### src/rtl/pc_fetch_unit.sv
// pc_fetch_unit: registered program-counter / fetch-address generator.
//
// Holds the fetch PC, produces the sequential PC+INC address, arbitrates
// jump over taken-branch redirects, holds the PC while the pipeline is
// stalled and buffers the newest redirect seen during a stall so that it
// is applied when the stall drops. A one-cycle flush pulse marks every PC
// load that came from a redirect so the IF/ID stage can be squashed.
//
// Build option (macro): MISALIGN_TRAP_EN
//   undefined : redirect targets have bits [1:0] forced to zero.
//   defined   : a redirect target with bits [1:0] != 0 loads TRAP_PC
//               instead and pulses the extra misalign output.

module pc_fetch_unit #(
  parameter int PC_WIDTH = 10,
  parameter int INC      = 4,
  parameter int RESET_PC = 0
`ifdef MISALIGN_TRAP_EN
  , parameter int TRAP_PC = 0
`endif
) (
  input  logic                clk,
  input  logic                rst,
  input  logic                stall,
  input  logic                jump,
  input  logic [PC_WIDTH-1:0] jump_target,
  input  logic                branch_taken,
  input  logic [PC_WIDTH-1:0] branch_target,
  output logic [PC_WIDTH-1:0] PC,
  output logic [PC_WIDTH-1:0] siguiente,
  output logic                valid,
  output logic                flush
`ifdef MISALIGN_TRAP_EN
  , output logic              misalign
`endif
);

  typedef enum logic [1:0] {
    S_BOOT = 2'd0,
    S_RUN  = 2'd1,
    S_HOLD = 2'd2
  } state_t;

  localparam logic [PC_WIDTH-1:0] INC_V      = PC_WIDTH'(INC);
  localparam logic [PC_WIDTH-1:0] RESET_V    = PC_WIDTH'(RESET_PC);
`ifdef MISALIGN_TRAP_EN
  localparam logic [PC_WIDTH-1:0] TRAP_V     = PC_WIDTH'(TRAP_PC);
`else
  localparam logic [PC_WIDTH-1:0] ALIGN_MASK = ~PC_WIDTH'(3);
`endif

  state_t                state_q, state_d;
  logic [PC_WIDTH-1:0]   pc_d;
  logic                  flush_d;
  logic                  pending_valid_q, pending_valid_d;
  logic [PC_WIDTH-1:0]   pending_target_q, pending_target_d;

  logic                  live_redir;
  logic [PC_WIDTH-1:0]   live_target;
  logic [PC_WIDTH-1:0]   sel_target;
  logic [PC_WIDTH-1:0]   load_target;
  logic                  target_bad;

`ifdef MISALIGN_TRAP_EN
  logic                  misalign_d;
`endif

  // Sequential address wraps modulo 2^PC_WIDTH and is never gated by reset.
  assign siguiente = PC + INC_V;

  // Live redirect: jump outranks a taken branch.
  assign live_redir  = jump | branch_taken;
  assign live_target = jump ? jump_target : branch_target;

  // A live redirect beats a buffered one when the stall is released.
  assign sel_target = (state_q == S_HOLD && pending_valid_q && !live_redir)
                      ? pending_target_q : live_target;

`ifdef MISALIGN_TRAP_EN
  // Misaligned redirect targets divert to the trap vector.
  assign target_bad  = |sel_target[1:0];
  assign load_target = target_bad ? TRAP_V : sel_target;
`else
  // Redirect targets are word-aligned by dropping the low two bits.
  assign target_bad  = 1'b0;
  assign load_target = sel_target & ALIGN_MASK;
`endif

  // State register; reset forces the boot state without waiting for a clock.
  always_ff @(posedge clk or posedge rst) begin
    if (rst) begin
      state_q <= S_BOOT;
    end else begin
      // NOTE: sequential state uses non-blocking assignments so every
      // register samples the pre-edge values regardless of block ordering.
      state_q <= state_d;
    end
  end

  // Next-state logic: boot for one edge, then run, parking in hold while a
  // redirect is buffered behind a stall.
  always_comb begin
    // NOTE: a default on every path keeps this block purely combinational;
    // leaving any branch unassigned would infer a latch.
    state_d = state_q;
    unique case (state_q)
      S_BOOT:  state_d = S_RUN;
      S_RUN:   if (stall && live_redir) state_d = S_HOLD;
      S_HOLD:  if (!stall) state_d = S_RUN;
      default: state_d = S_BOOT;
    endcase
  end

  // Datapath next values: PC, flush pulse and the pending-redirect buffer.
  always_comb begin
    pc_d             = PC;
    flush_d          = 1'b0;
    pending_valid_d  = pending_valid_q;
    pending_target_d = pending_target_q;
`ifdef MISALIGN_TRAP_EN
    misalign_d       = 1'b0;
`endif
    unique case (state_q)
      S_BOOT: begin
        pc_d = PC;
      end
      S_RUN: begin
        if (!stall) begin
          if (live_redir) begin
            pc_d    = load_target;
            flush_d = 1'b1;
`ifdef MISALIGN_TRAP_EN
            misalign_d = target_bad;
`endif
          end else begin
            pc_d = siguiente;
          end
        end else if (live_redir) begin
          pending_target_d = live_target;
          pending_valid_d  = 1'b1;
        end
      end
      S_HOLD: begin
        if (!stall) begin
          pc_d            = load_target;
          flush_d         = 1'b1;
          pending_valid_d = 1'b0;
`ifdef MISALIGN_TRAP_EN
          misalign_d      = target_bad;
`endif
        end else if (live_redir) begin
          pending_target_d = live_target;
        end
      end
      default: begin
        pending_valid_d = 1'b0;
      end
    endcase
  end

  // Datapath registers; reset discards any buffered or same-cycle redirect.
  always_ff @(posedge clk or posedge rst) begin
    if (rst) begin
      PC               <= RESET_V;
      flush            <= 1'b0;
      pending_valid_q  <= 1'b0;
      pending_target_q <= '0;
    end else begin
      PC               <= pc_d;
      flush            <= flush_d;
      pending_valid_q  <= pending_valid_d;
      pending_target_q <= pending_target_d;
    end
  end

`ifdef MISALIGN_TRAP_EN
  // Trap indicator, pulses alongside the flush of a trapped redirect.
  always_ff @(posedge clk or posedge rst) begin
    if (rst) misalign <= 1'b0;
    else     misalign <= misalign_d;
  end
`endif

  // Fetch address is legal once the boot edge has passed.
  assign valid = (state_q != S_BOOT);

endmodule
### config.mk
export PLATFORM = sky130hd
export DESIGN_NAME = pc_fetch_unit
export DESIGN_NICKNAME = d
export VERILOG_FILES = /design/src/rtl/pc_fetch_unit.sv
export SDC_FILE = /design/constraint.sdc
export NUM_CORES = 1
export LEC_CHECK = 0
export ABC_AREA = 1
export CAP_MARGIN = 30
export CORE_MARGIN = 8
export CORE_UTILIZATION = 45
export CTS_CLUSTER_DIAMETER = 80
export DETAILED_ROUTE_END_ITERATION = 6
export MAX_ROUTING_LAYER = met4
export PLACE_DENSITY = 0.78
export SYNTH_ARGS = -nofsm -noshare
export SYNTH_HDL_FRONTEND = slang
export SYNTH_SLANG_ARGS = --single-unit
### constraint.sdc
create_clock -name clk -period 1.8 [get_ports clk]
set_input_delay 0.18 -clock clk [delete_from_list [all_inputs] [get_ports clk]]
set_output_delay 0.18 -clock clk [all_outputs]
set_load 0.1 [all_outputs]
# Word level (Yosys, flattened, before mapping)
# Cells that the tools add are included.
# totals
output_inout_bits	22
in_bits	25
ff_bits	24
# classes
n_addsub	1
bitwise	2
n_reduce_logical	12
eq_ne	7
muxes	17
# ops
op	count
$mux W10	5
$pmux W10 S2	1
$add A10 B3 Y10 const B	1
$ne A2 B2 Y1 const B	5
$mux W1	6
$pmux W2 S3	1
$reduce_and A3 Y1	2
$mux W2	2
$reduce_and A4 Y1	1
$reduce_bool A2 Y1	2
$logic_and A1 B1 Y1	3
$pmux W1 S3	1
$eq A2 B1 Y1 const B	1
$eq A2 B2 Y1 const B	1
$logic_not A2 Y1	1
$pmux W1 S2	1
$reduce_and A2 Y1	1
$reduce_or A2 Y1	1
$logic_not A1 Y1	1
$not A1 Y1	1
$or A1 B1 Y1	1

# Longest topological paths before layout
# depth
ltp_word	7
ltp_mapped	9

# Least setup slack after synthesis
# Ideal clock, no wire load.
# synth_path
kind	register to output
startpoint	reg PC[2]
endpoint	out siguiente[7]
path_slack_ps	-1191
required_time_ps	1620
t_arrival_ps	2811
path_stages_with_launch	5
path_cell_list	dfrtp_1 inv_1 nor2_1 nand3_1 nand2_1
# synth_via
elab_chain_len	1
# synth_lines
element	line	rtl
from (decl)	29	output logic [PC_WIDTH-1:0] PC,
from (signal assigned)	169	PC <= pc_d;
$add A10 B3 Y10	69	assign siguiente = PC + INC_V;
to (decl)	30	output logic [PC_WIDTH-1:0] siguiente,
# No other way between the ends.

# Worst setup path after layout
# layout_path
startpoint	reg PC[2]
endpoint	out siguiente[4]
# Same word-level chain as after synthesis.

==> qor.yml <==
logic_synthesis:
  synth_edf_count: 0
  syn_area_um2: 1394
  async_flop_share_pct: 100.0
  synth-simple-area-share_pct: 39.59
  synth_compound_area_share_pct: 8.887
  synth_top_family_by_area: "simple AND/OR/NAND/NOR gates"
  synth.yosys.seq_area_share_pct: 35.91
  synth_area_leaders: "dfrtp_1, nand2_1, nand3_1, inv_1, ha_1"
  yosys.area_share.xor_xnor_pct: 0.6284
  synth_most_common_cell: "nand2_1"
  synthCells: 199
  muxShareOfSynthArea_pct: 0
  synth.top_cells.by_count: "nand2_1, nand3_1, dfrtp_1, inv_1, nor2_1"
  synth-seq-cells: 20
  synth_area_per_cell_um2: 7.004
  yosys.area.top_type: "dfrtp_1"
  synth_top_area_share_pct: 35.91
  synthDistinctLibCells: 28
  synth_warnings: 0
  synth_flop_cell: "dfrtp_1"
  synth-adder-area-share_pct: 4.488
floorplanning:
  core-area_um2: 3003
  die_area_um2: 5134
  die_x_um: 71.66
  pin_count: 47
  rows: 20
  die_h_um: 71.66
  initial_core_util_pct: 46.42
worst_setup_path:
  path_delay_family: "flip-flops"
  timing.rr.start: "state_q[0]"
  critical_path_class: "reg -> out"
  arrival_ns: 1.52
  path_cells: "ha_4, xnor2_2, clkinvlp_4, buf_12"
  crit_slowest_cell: "dfrtp_4"
  critPathLaunchType: "flop"
  cp-end-kind: "output port"
  critPathBufInv: 2
  critPathMaxStageDelay_ns: 0.53
  critPathMaxFanout: 4
  cp-startpoint: "PC[2]"
  required_ns: 1.62
detailed_routing:
  drtIter0Drc: 61
  m1WireLength_mm: 1.544
  topRoutingLayerUsed: "met4"
  num_vias: 1340
  met2_length_mm: 1.448
  drt-total-wl_mm: 3.225
  final_antenna_net_count: 0
  viasPerCell: 4.873
  wl_met3_um: 194
  drcViolationCount: 0
  avgRoutedWirePerCell_um: 11.73
  first_pass_iters: 4
clock_tree:
  cts.sinks: 20
  clock_latency_ns: 0.29
  ctsLongestPathBuffers: 2
  cts-htree-levels: 1
  cts_tree: "built"
  root_buffer: "clkbuf_4"
  ctsHoldBuffers: 0
  cts_buffers: 3
  clk_pin_slew_worst_paths_ns: 0.11
global_routing:
  overflow: 0
  grt_use_total_pct: 13.57
  antenna_found_initial: 0
  grt_pass1_vias: 1278
  grt_pass1_wl_mm: 5.699
  grt_max_degree: 17
sta:
  fin_crit_sh_pct: 94.35
  hold_viol: 0
  rsz0062_at_grt: "no"
  setup_viol: 0
  fin_ws_ns: 0.1017
  drv_slew: 0
  post-route-min-period_ns: 1.698
  skew_ns: 0.005501
  fmax_mhz: 588.8
  finalSetupTns_ns: 0
cells_and_area:
  fill_cells: 271
  drive_gt1_share_pct: 25.62
  antenna_cells: 0
  fin_nets: 273
  synthToLayoutAreaGrowth_pct: 45.69
run_status:
  status: "finished clean"
placement:
  post-place-ws_ns: 0.1100
  portBuffers: 38
  hpwl_mm: 2.697
  place_congestion: 0.7846
run:
  cap_violations: 0
worst_hold_path:
  hold_class: "in -> async"
state kept, by name, summed over array words and instances, names as in the netlist:
signal,cells
PC,8
flush,1
pending_valid_q,1
pending_target_q,8
state_q,2
final timing paths:
path,endpoint,slack [ns],depth (start not counted)
worst min-delay path,PC[9],0.14,2
min in group clk,pending_target_q[3],0.45,3
worst max register to register,PC[9],0.23,9
max in group asynchronous,pending_target_q[4],1.18,3
worst min register to register,pending_target_q[9],0.54,2
worst max-delay path,siguiente[4],0.10,4
per-layer routing:
| metal | GRT usage [%] | vias to the layer above |
|---|---|---|
| li1 | - | 711 |
| met1 | 17.63 | 577 |
| met2 | 20.24 | 50 |
| met3 | 2.510 | 2 |
| met4 | 5.442 | 0 |
| met5 | - | - |
kinds of logic (layout without fill, tap and decap cells):
| family | count (synthesis) | after routing |
|---|---|---|
| AO/OA/AOI/OAI | 20 | 20 |
| XOR/XNOR | 1 | 1 |
| adder cells (fa/ha/maj) | 5 | 5 |
| buffers and inverters | 30 | 70 |
| flip-flops | 20 | 20 |
| other | 1 | 4 |
| AND/OR/NAND/NOR | 122 | 122 |
cell type report:
class | count | area, µm² | area share [%]
timing repair buffer | 42 | 490.5 | 24.15
multi-input combinational | 152 | 852.1 | 41.96
clock buffer | 4 | 36.28 | 1.787
sequential | 20 | 513.0 | 25.26
tap | 33 | 41.29 | 2.033
inverter | 24 | 97.59 | 4.806
metrics by stage:
stage | utilization, % | cell area, µm² | hold slack, ns | std cells
finish | 67.63 | 2031 | 0.1397 | 275
global route | 67.63 | 2031 | 0.1709 | 275
detailed placement | 64.88 | 1948 | 0.4837 | 269
global placement | 64.88 | 1948 | 0.4788 | 269
CTS | 66.79 | 2006 | 0.1546 | 275
floorplan | - | 1484 | 0.1436 | 202
timing repair:
item                                    4_1_cts  5_1_grt
endpoints found under the setup margin        2        4
setup buffers                                 2        0
resized for setup                             2        4
pin swaps                                     0        1
cell usage in the layout (no fill, tap or decap), drive strengths merged:
master	n
nand2	78
nand3	24
inv	22
buf	22
clkdlybuf4s50	20
dfrtp	20
nor2	15
o21ai	8
a31oi	6
ha	5
conb	4
clkbuf	4
a21oi	4
clkinvlp	2
or2	2
o21bai	2
nand3b	1
nand4	1
nor3	1
xnor2	1
Power is left out: the tool's default activity adds up to more than one toggle a clock period on the data nets, which glitch-free logic cannot reach.
